--- src/rtl/qbus_pkg.sv ---
// Shared types and constants for the Qbus DMA bus-master sequencer.
package qbus_pkg;

   localparam int BDAL_W = 22;

   // Addresses with bits 21:13 all set fall in the IO page and need BBS7.
   localparam logic [BDAL_W-1:0] IO_PAGE_MASK = 22'o17760000;

   typedef enum logic [3:0] {
      ST_IDLE,
      ST_REQ,
      ST_ACK,
      ST_ADDR,
      ST_SYNC,
      ST_DATA,
      ST_WAIT_RPLY,
      ST_DESKEW,
      ST_NEG,
      ST_END,
      ST_REL
   } dma_state_t;

   // Gate drives to the open-drain Qbus control lines plus the BDAL gate enable.
   typedef struct packed {
      logic bdmr;
      logic bsack;
      logic bsync;
      logic bdin;
      logic bdout;
      logic bwtbt;
      logic bbs7;
      logic outbound;
   } drv_t;

   function automatic logic in_io_page(input logic [BDAL_W-1:0] addr);
      return (addr & IO_PAGE_MASK) == IO_PAGE_MASK;
   endfunction

endpackage

--- src/rtl/qbus_sync.sv ---
// Multi-flop synchronizer for asynchronous Qbus receiver inputs.
// Resets to all ones, which is the negated level of the inverted receivers.
module qbus_sync #(
   parameter int WIDTH  = 1,
   parameter int STAGES = 2
) (
   input  logic             clk,
   input  logic             reset,
   input  logic [WIDTH-1:0] d,
   output logic [WIDTH-1:0] q
);

   logic [WIDTH-1:0] stage_q [STAGES];
   logic [WIDTH-1:0] stage_d [STAGES];

   // Shift each stage from its predecessor; stage 0 samples the raw input.
   always_comb begin
      stage_d[0] = d;
      for (int i = 1; i < STAGES; i++) begin
         stage_d[i] = stage_q[i-1];
      end
   end

   // Synchronizer flops, reset to the deasserted level.
   always_ff @(posedge clk or posedge reset) begin
      if (reset) begin
         for (int i = 0; i < STAGES; i++) begin
            stage_q[i] <= '1;
         end
      end else begin
         for (int i = 0; i < STAGES; i++) begin
            stage_q[i] <= stage_d[i];
         end
      end
   end

   assign q = stage_q[STAGES-1];

endmodule

--- src/rtl/qbus_dma_master.sv ---
// Qbus DMA bus-master sequencer: arbitration, address phase, DATI/DATO data
// phases and bus release for a multi-word command from the host.
module qbus_dma_master
   import qbus_pkg::*;
#(
   parameter int SETUP_CYC   = 15,
   parameter int HOLD_CYC    = 10,
   parameter int DESKEW_CYC  = 5,
   parameter int TIMEOUT_CYC = 1000,
   parameter int SYNC_STAGES = 2
) (
   input  logic              clk,
   input  logic              reset,
   input  logic              cmd_start,
   input  logic              cmd_write,
   input  logic [21:0]       cmd_addr,
   input  logic [7:0]        cmd_count,
   input  logic              abort,
   input  logic [15:0]       wr_data,
   input  logic              wr_valid,
   output logic              wr_ready,
   output logic [15:0]       rd_data,
   output logic              rd_valid,
   output logic              busy,
   output logic              done,
   output logic              err_timeout,
   output logic              err_init,
   input  logic [21:0]       bdal_in_f,
   input  logic              bsync_f,
   input  logic              brply_f,
   input  logic              bdmgi_f,
   input  logic              binit_f,
   output logic [21:0]       bdal_out,
   output logic [21:0]       bdal_oe,
   output logic              outbound,
   output logic              bdmr_g,
   output logic              bsack_g,
   output logic              bsync_g,
   output logic              bdin_g,
   output logic              bdout_g,
   output logic              bwtbt_g,
   output logic              bbs7_g
);

   localparam int CNT_W = $clog2(TIMEOUT_CYC + 1);
   localparam logic [CNT_W-1:0] SETUP_LAST   = CNT_W'(SETUP_CYC - 1);
   localparam logic [CNT_W-1:0] HOLD_LAST    = CNT_W'(HOLD_CYC - 1);
   localparam logic [CNT_W-1:0] DESKEW_LAST  = CNT_W'(DESKEW_CYC - 1);
   localparam logic [CNT_W-1:0] TIMEOUT_LAST = CNT_W'(TIMEOUT_CYC - 1);

   // Synchronized receivers (still inverted: 0 = line asserted).
   logic [BDAL_W+3:0] async_in;
   logic [BDAL_W+3:0] sync_out;
   logic [15:0]       bdal_s;
   logic              bsync_s, bdmgi_s, brply_s, binit_s;
   logic              unused_bits;

   assign async_in = {binit_f, brply_f, bdmgi_f, bsync_f, bdal_in_f};

   qbus_sync #(
      .WIDTH  (BDAL_W + 4),
      .STAGES (SYNC_STAGES)
   ) u_sync (
      .clk   (clk),
      .reset (reset),
      .d     (async_in),
      .q     (sync_out)
   );

   assign bdal_s      = sync_out[15:0];
   assign bsync_s     = sync_out[BDAL_W];
   assign bdmgi_s     = sync_out[BDAL_W+1];
   assign brply_s     = sync_out[BDAL_W+2];
   assign binit_s     = sync_out[BDAL_W+3];
   assign unused_bits = ^{sync_out[BDAL_W-1:16], cmd_addr[0]};

   dma_state_t        state_q, state_d;
   logic [CNT_W-1:0]  cnt_q, cnt_d;
   logic [21:0]       addr_q, addr_d;
   logic [8:0]        words_q, words_d;
   logic              wr_q, wr_d;
   logic              abort_q, abort_d;
   logic [15:0]       wdata_q, wdata_d;
   drv_t              drv_q, drv_d;
   logic [21:0]       bdal_out_q, bdal_out_d;
   logic [21:0]       bdal_oe_q, bdal_oe_d;
   logic              wr_ready_q, wr_ready_d;
   logic [15:0]       rd_data_q, rd_data_d;
   logic              rd_valid_q, rd_valid_d;
   logic              busy_q, busy_d;
   logic              done_q, done_d;
   logic              err_timeout_q, err_timeout_d;
   logic              err_init_q, err_init_d;
   logic              strobe_phase;

   // Sequencer next state plus decode of every registered bus drive from it.
   always_comb begin
      state_d       = state_q;
      cnt_d         = (cnt_q == '1) ? cnt_q : cnt_q + 1'b1;
      addr_d        = addr_q;
      words_d       = words_q;
      wr_d          = wr_q;
      abort_d       = abort_q | (abort && (state_q != ST_IDLE));
      wdata_d       = wdata_q;
      rd_data_d     = rd_data_q;
      rd_valid_d    = 1'b0;
      wr_ready_d    = 1'b0;
      done_d        = 1'b0;
      err_timeout_d = err_timeout_q;
      err_init_d    = err_init_q;

      case (state_q)
         ST_IDLE: begin
            if (cmd_start) begin
               addr_d        = {cmd_addr[21:1], 1'b0};
               wr_d          = cmd_write;
               words_d       = {(cmd_count == 8'd0), cmd_count};
               abort_d       = 1'b0;
               err_timeout_d = 1'b0;
               err_init_d    = 1'b0;
               state_d       = ST_REQ;
            end
         end
         ST_REQ: begin
            // Abort before the grant: the bus was never taken, just release.
            if (abort) begin
               state_d = ST_REL;
            end else if (!bdmgi_s && bsync_s && brply_s) begin
               state_d = ST_ACK;
            end
         end
         ST_ACK: state_d = ST_ADDR;
         ST_ADDR: begin
            if ((cnt_q >= SETUP_LAST) && (!wr_q || wr_valid)) begin
               state_d = ST_SYNC;
            end
         end
         ST_SYNC: begin
            if (cnt_q >= HOLD_LAST) begin
               state_d    = ST_DATA;
               wdata_d    = wr_data;
               wr_ready_d = wr_q;
            end
         end
         ST_DATA: begin
            if (!wr_q || (cnt_q >= SETUP_LAST)) begin
               state_d = ST_WAIT_RPLY;
            end
         end
         ST_WAIT_RPLY: begin
            // A reply seen in the timeout cycle still counts as a reply.
            if (!brply_s) begin
               state_d = ST_DESKEW;
            end else if (cnt_q >= TIMEOUT_LAST) begin
               err_timeout_d = 1'b1;
               state_d       = ST_NEG;
            end
         end
         ST_DESKEW: begin
            if (cnt_q >= DESKEW_LAST) begin
               state_d = ST_NEG;
               if (!wr_q) begin
                  rd_data_d  = ~bdal_s;
                  rd_valid_d = 1'b1;
               end
            end
         end
         ST_NEG: begin
            if ((!wr_q || (cnt_q >= HOLD_LAST)) && (err_timeout_q || brply_s)) begin
               state_d = ST_END;
            end
         end
         ST_END: begin
            if (cnt_q >= HOLD_LAST) begin
               if ((words_q > 9'd1) && !err_timeout_q && !abort_d) begin
                  addr_d  = addr_q + 22'd2;
                  words_d = words_q - 9'd1;
                  state_d = ST_ADDR;
               end else begin
                  state_d = ST_REL;
               end
            end
         end
         ST_REL: begin
            state_d = ST_IDLE;
            done_d  = 1'b1;
         end
         default: state_d = ST_IDLE;
      endcase

      // BINIT from the bus overrides everything: drop all drives at once.
      if ((state_q != ST_IDLE) && !binit_s) begin
         state_d    = ST_IDLE;
         err_init_d = 1'b1;
         done_d     = 1'b1;
         wr_ready_d = 1'b0;
         rd_valid_d = 1'b0;
      end

      if (state_d != state_q) begin
         cnt_d = '0;
      end

      drv_d        = '0;
      bdal_out_d   = '0;
      bdal_oe_d    = '0;
      strobe_phase = (state_d == ST_WAIT_RPLY) || (state_d == ST_DESKEW);
      case (state_d)
         ST_REQ: drv_d.bdmr = 1'b1;
         ST_ACK, ST_END: drv_d.bsack = 1'b1;
         ST_ADDR, ST_SYNC: begin
            drv_d.bsack    = 1'b1;
            drv_d.bsync    = (state_d == ST_SYNC);
            drv_d.outbound = 1'b1;
            drv_d.bwtbt    = wr_d;
            drv_d.bbs7     = in_io_page(addr_d);
            bdal_out_d     = addr_d;
            bdal_oe_d      = '1;
         end
         ST_DATA, ST_WAIT_RPLY, ST_DESKEW, ST_NEG: begin
            drv_d.bsack = 1'b1;
            drv_d.bsync = 1'b1;
            drv_d.bdin  = !wr_d && strobe_phase;
            drv_d.bdout = wr_d && strobe_phase;
            if (wr_d) begin
               drv_d.outbound = 1'b1;
               bdal_out_d     = {6'b0, wdata_d};
               bdal_oe_d      = '1;
            end
         end
         default: ;
      endcase

      busy_d = (state_d != ST_IDLE);
   end

   // State, datapath and registered outputs; reset leaves every bus line negated.
   always_ff @(posedge clk or posedge reset) begin
      if (reset) begin
         state_q       <= ST_IDLE;
         cnt_q         <= '0;
         addr_q        <= '0;
         words_q       <= '0;
         wr_q          <= 1'b0;
         abort_q       <= 1'b0;
         wdata_q       <= '0;
         drv_q         <= '0;
         bdal_out_q    <= '0;
         bdal_oe_q     <= '0;
         wr_ready_q    <= 1'b0;
         rd_data_q     <= '0;
         rd_valid_q    <= 1'b0;
         busy_q        <= 1'b0;
         done_q        <= 1'b0;
         err_timeout_q <= 1'b0;
         err_init_q    <= 1'b0;
      end else begin
         state_q       <= state_d;
         cnt_q         <= cnt_d;
         addr_q        <= addr_d;
         words_q       <= words_d;
         wr_q          <= wr_d;
         abort_q       <= abort_d;
         wdata_q       <= wdata_d;
         drv_q         <= drv_d;
         bdal_out_q    <= bdal_out_d;
         bdal_oe_q     <= bdal_oe_d;
         wr_ready_q    <= wr_ready_d;
         rd_data_q     <= rd_data_d;
         rd_valid_q    <= rd_valid_d;
         busy_q        <= busy_d;
         done_q        <= done_d;
         err_timeout_q <= err_timeout_d;
         err_init_q    <= err_init_d;
      end
   end

   assign bdmr_g      = drv_q.bdmr;
   assign bsack_g     = drv_q.bsack;
   assign bsync_g     = drv_q.bsync;
   assign bdin_g      = drv_q.bdin;
   assign bdout_g     = drv_q.bdout;
   assign bwtbt_g     = drv_q.bwtbt;
   assign bbs7_g      = drv_q.bbs7;
   assign outbound    = drv_q.outbound;
   assign bdal_out    = bdal_out_q;
   assign bdal_oe     = bdal_oe_q;
   assign wr_ready    = wr_ready_q;
   assign rd_data     = rd_data_q;
   assign rd_valid    = rd_valid_q;
   assign busy        = busy_q;
   assign done        = done_q;
   assign err_timeout = err_timeout_q;
   assign err_init    = err_init_q;

endmodule

--- config.mk ---
export PLATFORM = sky130hd
export DESIGN_NAME = qbus_dma_master
export DESIGN_NICKNAME = d
export VERILOG_FILES = /design/src/rtl/qbus_pkg.sv /design/src/rtl/qbus_sync.sv /design/src/rtl/qbus_dma_master.sv
export SDC_FILE = /design/constraint.sdc
export NUM_CORES = 1
export LEC_CHECK = 0
export CORE_MARGIN = 2
export CORE_UTILIZATION = 45
export CTS_CLUSTER_DIAMETER = 30
export DETAILED_ROUTE_END_ITERATION = 12
export DONT_BUFFER_PORTS = 1
export RECOVER_POWER = 25
export SLEW_MARGIN = 20
export SYNTH_ARGS = -nofsm -noshare
export SYNTH_HDL_FRONTEND = slang
export SYNTH_SLANG_ARGS = --single-unit
--- constraint.sdc ---
create_clock -name clk -period 6.9 [get_ports clk]
set_clock_uncertainty 0.05 [all_clocks]
set_input_delay 1.725 -clock clk [delete_from_list [all_inputs] [get_ports clk]]
set_output_delay 1.725 -clock clk [all_outputs]
set_load 0.01 [all_outputs]
==> metrics.txt <==
outcome=finished, violations left; violated checks=capacitance limit, slew limit; Avg Cell Area, Syn=10.5 um2; Comb pwr share=0.271; crit start category=input pin; CP peak stage delay=1880 ps; worst skew pair latency=~420 ps; max-cap viol count=1; P_sw=1.22 mW; drt pass-1 iters=5; Pwr per Cell Area=409 nW/um2; fin crit share=0.633; die area=16900 um2; Initial Util=0.455; top-count cell post-synth=dfrtp_1; DR DRC count=0; Flop pwr share=0.418; top cells by area, synth=dfrtp_1 40%, dfstp_2 15%, nand2_1 4.7%; fin cells=881; vias post-DR=5075; total setup buffers inserted after CTS=0; largest net degree at the start of global routing=80; area share of the largest cell type after synthesis=0.403; # rows=46; Inserted Clock Buffers=17; DRT iter0 DRCs=379; TritonCTS clock tree=built; Worst Max-Slew Pin Slew=3420 ps; clk sinks=155; routed length per instance=around 19 um; Top delay family on crit path=buffers and inverters; Die Wd=around 130 um; fin nets=approximately 740; P&R area growth vs syn=8.93%; Mapped Area=7140 um2; total negative slack=0 ps; Fmax=229 MHz; Worst slew margin=-1.29; clk buf depth=2; die height=130 um; Leak=3.34 nW; Max VDD drop=about 0.00025 V; worst-path cell chain=clkinvlp_2 -> buf_4; final wirelength=17100 um; Post-synth ARST share=1.00; GRT Residual Overflow=0; Yosys reg bits=155; IO Pins=about 150; DRT antenna net count=0; CTS Hold Bufs=0; crit-path max FO=between 70 and 80; library cells used by synthesis=80; Yosys warning total=0; Overall Power=3.19 mW; first-pass GRT wire length=26700 um; Post-DP HPWL=11900 um; P_int=1.96 mW; clock-pin slew on the worst setup and hold paths=about 70 ps; fin crit period=4360 ps; vias per inst=around 5.8; Total GRT Usage=0.205; Cells after Synth=682; port buffer count=0; Primary FF master, synth=dfrtp_1; DP Cell Count=847; crit path DAT=4630 ps; crit path kind=in2async; CTS resizes=0; core area=15700 um2; EDFF count, synth=0; number of antenna violations at the first check in global routing=2; vias in the first global route=4988; CP bufs+invs=2; CTS HTree Levels=4; RePlAce Congestion=0.857; sequential area share after synthesis=0.550; Critical Path Slowest Stage Cell=clkinvlp_2; HP Class=reg2reg; Yosys top cell by area=dfrtp_1; top cells by count, synth=115 x dfrtp_1, 89 x nand2_1, 43 x o21ai_0; Hold Violations, Final=0; unrepaired setup endpoints after global routing=no; Fill cells=1420; pins over their slew limit=78; Setup Viol. Count Final=0; Clock Tree Root=clkbuf_16; Required @ worst endpoint=7170 ps; crit end category=async pin; share of layout cells above drive strength 1=0.178; clock share of power=0.310; Mapped Nets=767; Sw Ratio=0.384
## power by group through the flow
stage | combinational (mW) | sequential [mW] | clock (mW)
floorplan | 0.769 | 1.24 | 0
finish | 0.864 | 1.33 | 0.989
detailed placement | 0.861 | 1.34 | 0
global route | 0.962 | 1.37 | 1.05
global placement | 0.846 | 1.34 | 0
CTS | 0.868 | 1.33 | 1.01
## kinds of logic (layout without fill, tap and decap cells)
| group | count (synthesis) | in the layout | synth area share |
|---|---|---|---|
| AOI/OAI and AO/OA | 147 | 147 | 0.145 |
| xor gates and xnor gates | 9 | 9 | 0.0121 |
| adders and majority gates | 7 | 7 | 0.0123 |
| buffers and inverters | 77 | 58 | 0.0539 |
| DFF | 155 | 155 | 0.550 |
| muxes | 25 | 25 | 0.0389 |
| other | 0 | 2 | 0 |
| and+or+nand+nor | 262 | 262 | 0.188 |
## state kept, by name, indices dropped and copies added, names as in the netlist, 4 cells and up
name and flops:
addr_q 22, bdal_out 22, u_sync.q 20, u_sync.stage_d 20, rd_data 16, wdata_q 16, cnt_q 10, words_q 9
state_q 4
## through the flow
step	setup WS [ps]	util	cell area, um2	hold WS [ps]
6_report	2540	0.495	7780	302
5_1_grt	1860	0.495	7780	300
3_5_place_dp	2730	0.455	7150	297
3_3_place_gp	2730	0.455	7150	296
2_1_floorplan	1010	-	7140	295
4_1_cts	2720	0.495	7780	299
## final timing paths
check                                         from            to  slack, ps  cells past startpoint
worst max register to register            cnt_q[1]   bdal_out[3]       2720                      9
worst max-delay path                         reset   bdal_oe[20]       2540                      2
worst min-delay path            u_sync.stage_d[14]  u_sync.q[14]        300                      0
worst min register to register  u_sync.stage_d[14]  u_sync.q[14]        300                      0
max in group clk                          cnt_q[1]   bdal_out[3]       2720                      9
min in group asynchronous                    reset  bdal_out[13]       2110                      1
## placed cells by master, fill, tap and decap left out, drive strengths merged, types with 5 or more instances in the layout
cell,n
and3,10
o22ai,17
xor2,5
nand2,89
a21o,6
o21ai,46
and2,5
nand4,15
inv,31
nor2,40
clkbuf,18
nand3,20
a211oi,5
nand2b,5
mux2,19
and4,7
dfrtp,115
ha,7
dfstp,40
mux2i,6
a21oi,19
o211ai,5
nor2b,8
nor3,25
nor4,15
## layer usage
metal | up-vias | part of all wire | wire (um) | global-route usage
met5 | - | 0 | 0 | 0
met1 | 2499 | 0.41 | 6950 | 0.249
li1 | 2383 | - | - | -
met2 | 170 | 0.50 | 8580 | 0.338
met4 | 0 | 0.020 | 336 | 0.0841
met3 | 23 | 0.073 | 1250 | 0.0689
## area by class of cell
cell class / count / area, um2 / share of cell area
sequential: 155 / 3930 / 0.505
clock inverter: 14 / 185 / 0.0238
antenna: 2 / 5.00 / 0.000643
tap: 216 / 270 / 0.0347
timing repair buffer: 4 / 30.0 / 0.00386
inverter: 22 / 83.8 / 0.0108
multi-input combinational: 450 / 2840 / 0.364
clock buffer: 18 / 439 / 0.0564
No activity file was read; power rests on OpenSTA's default activity.
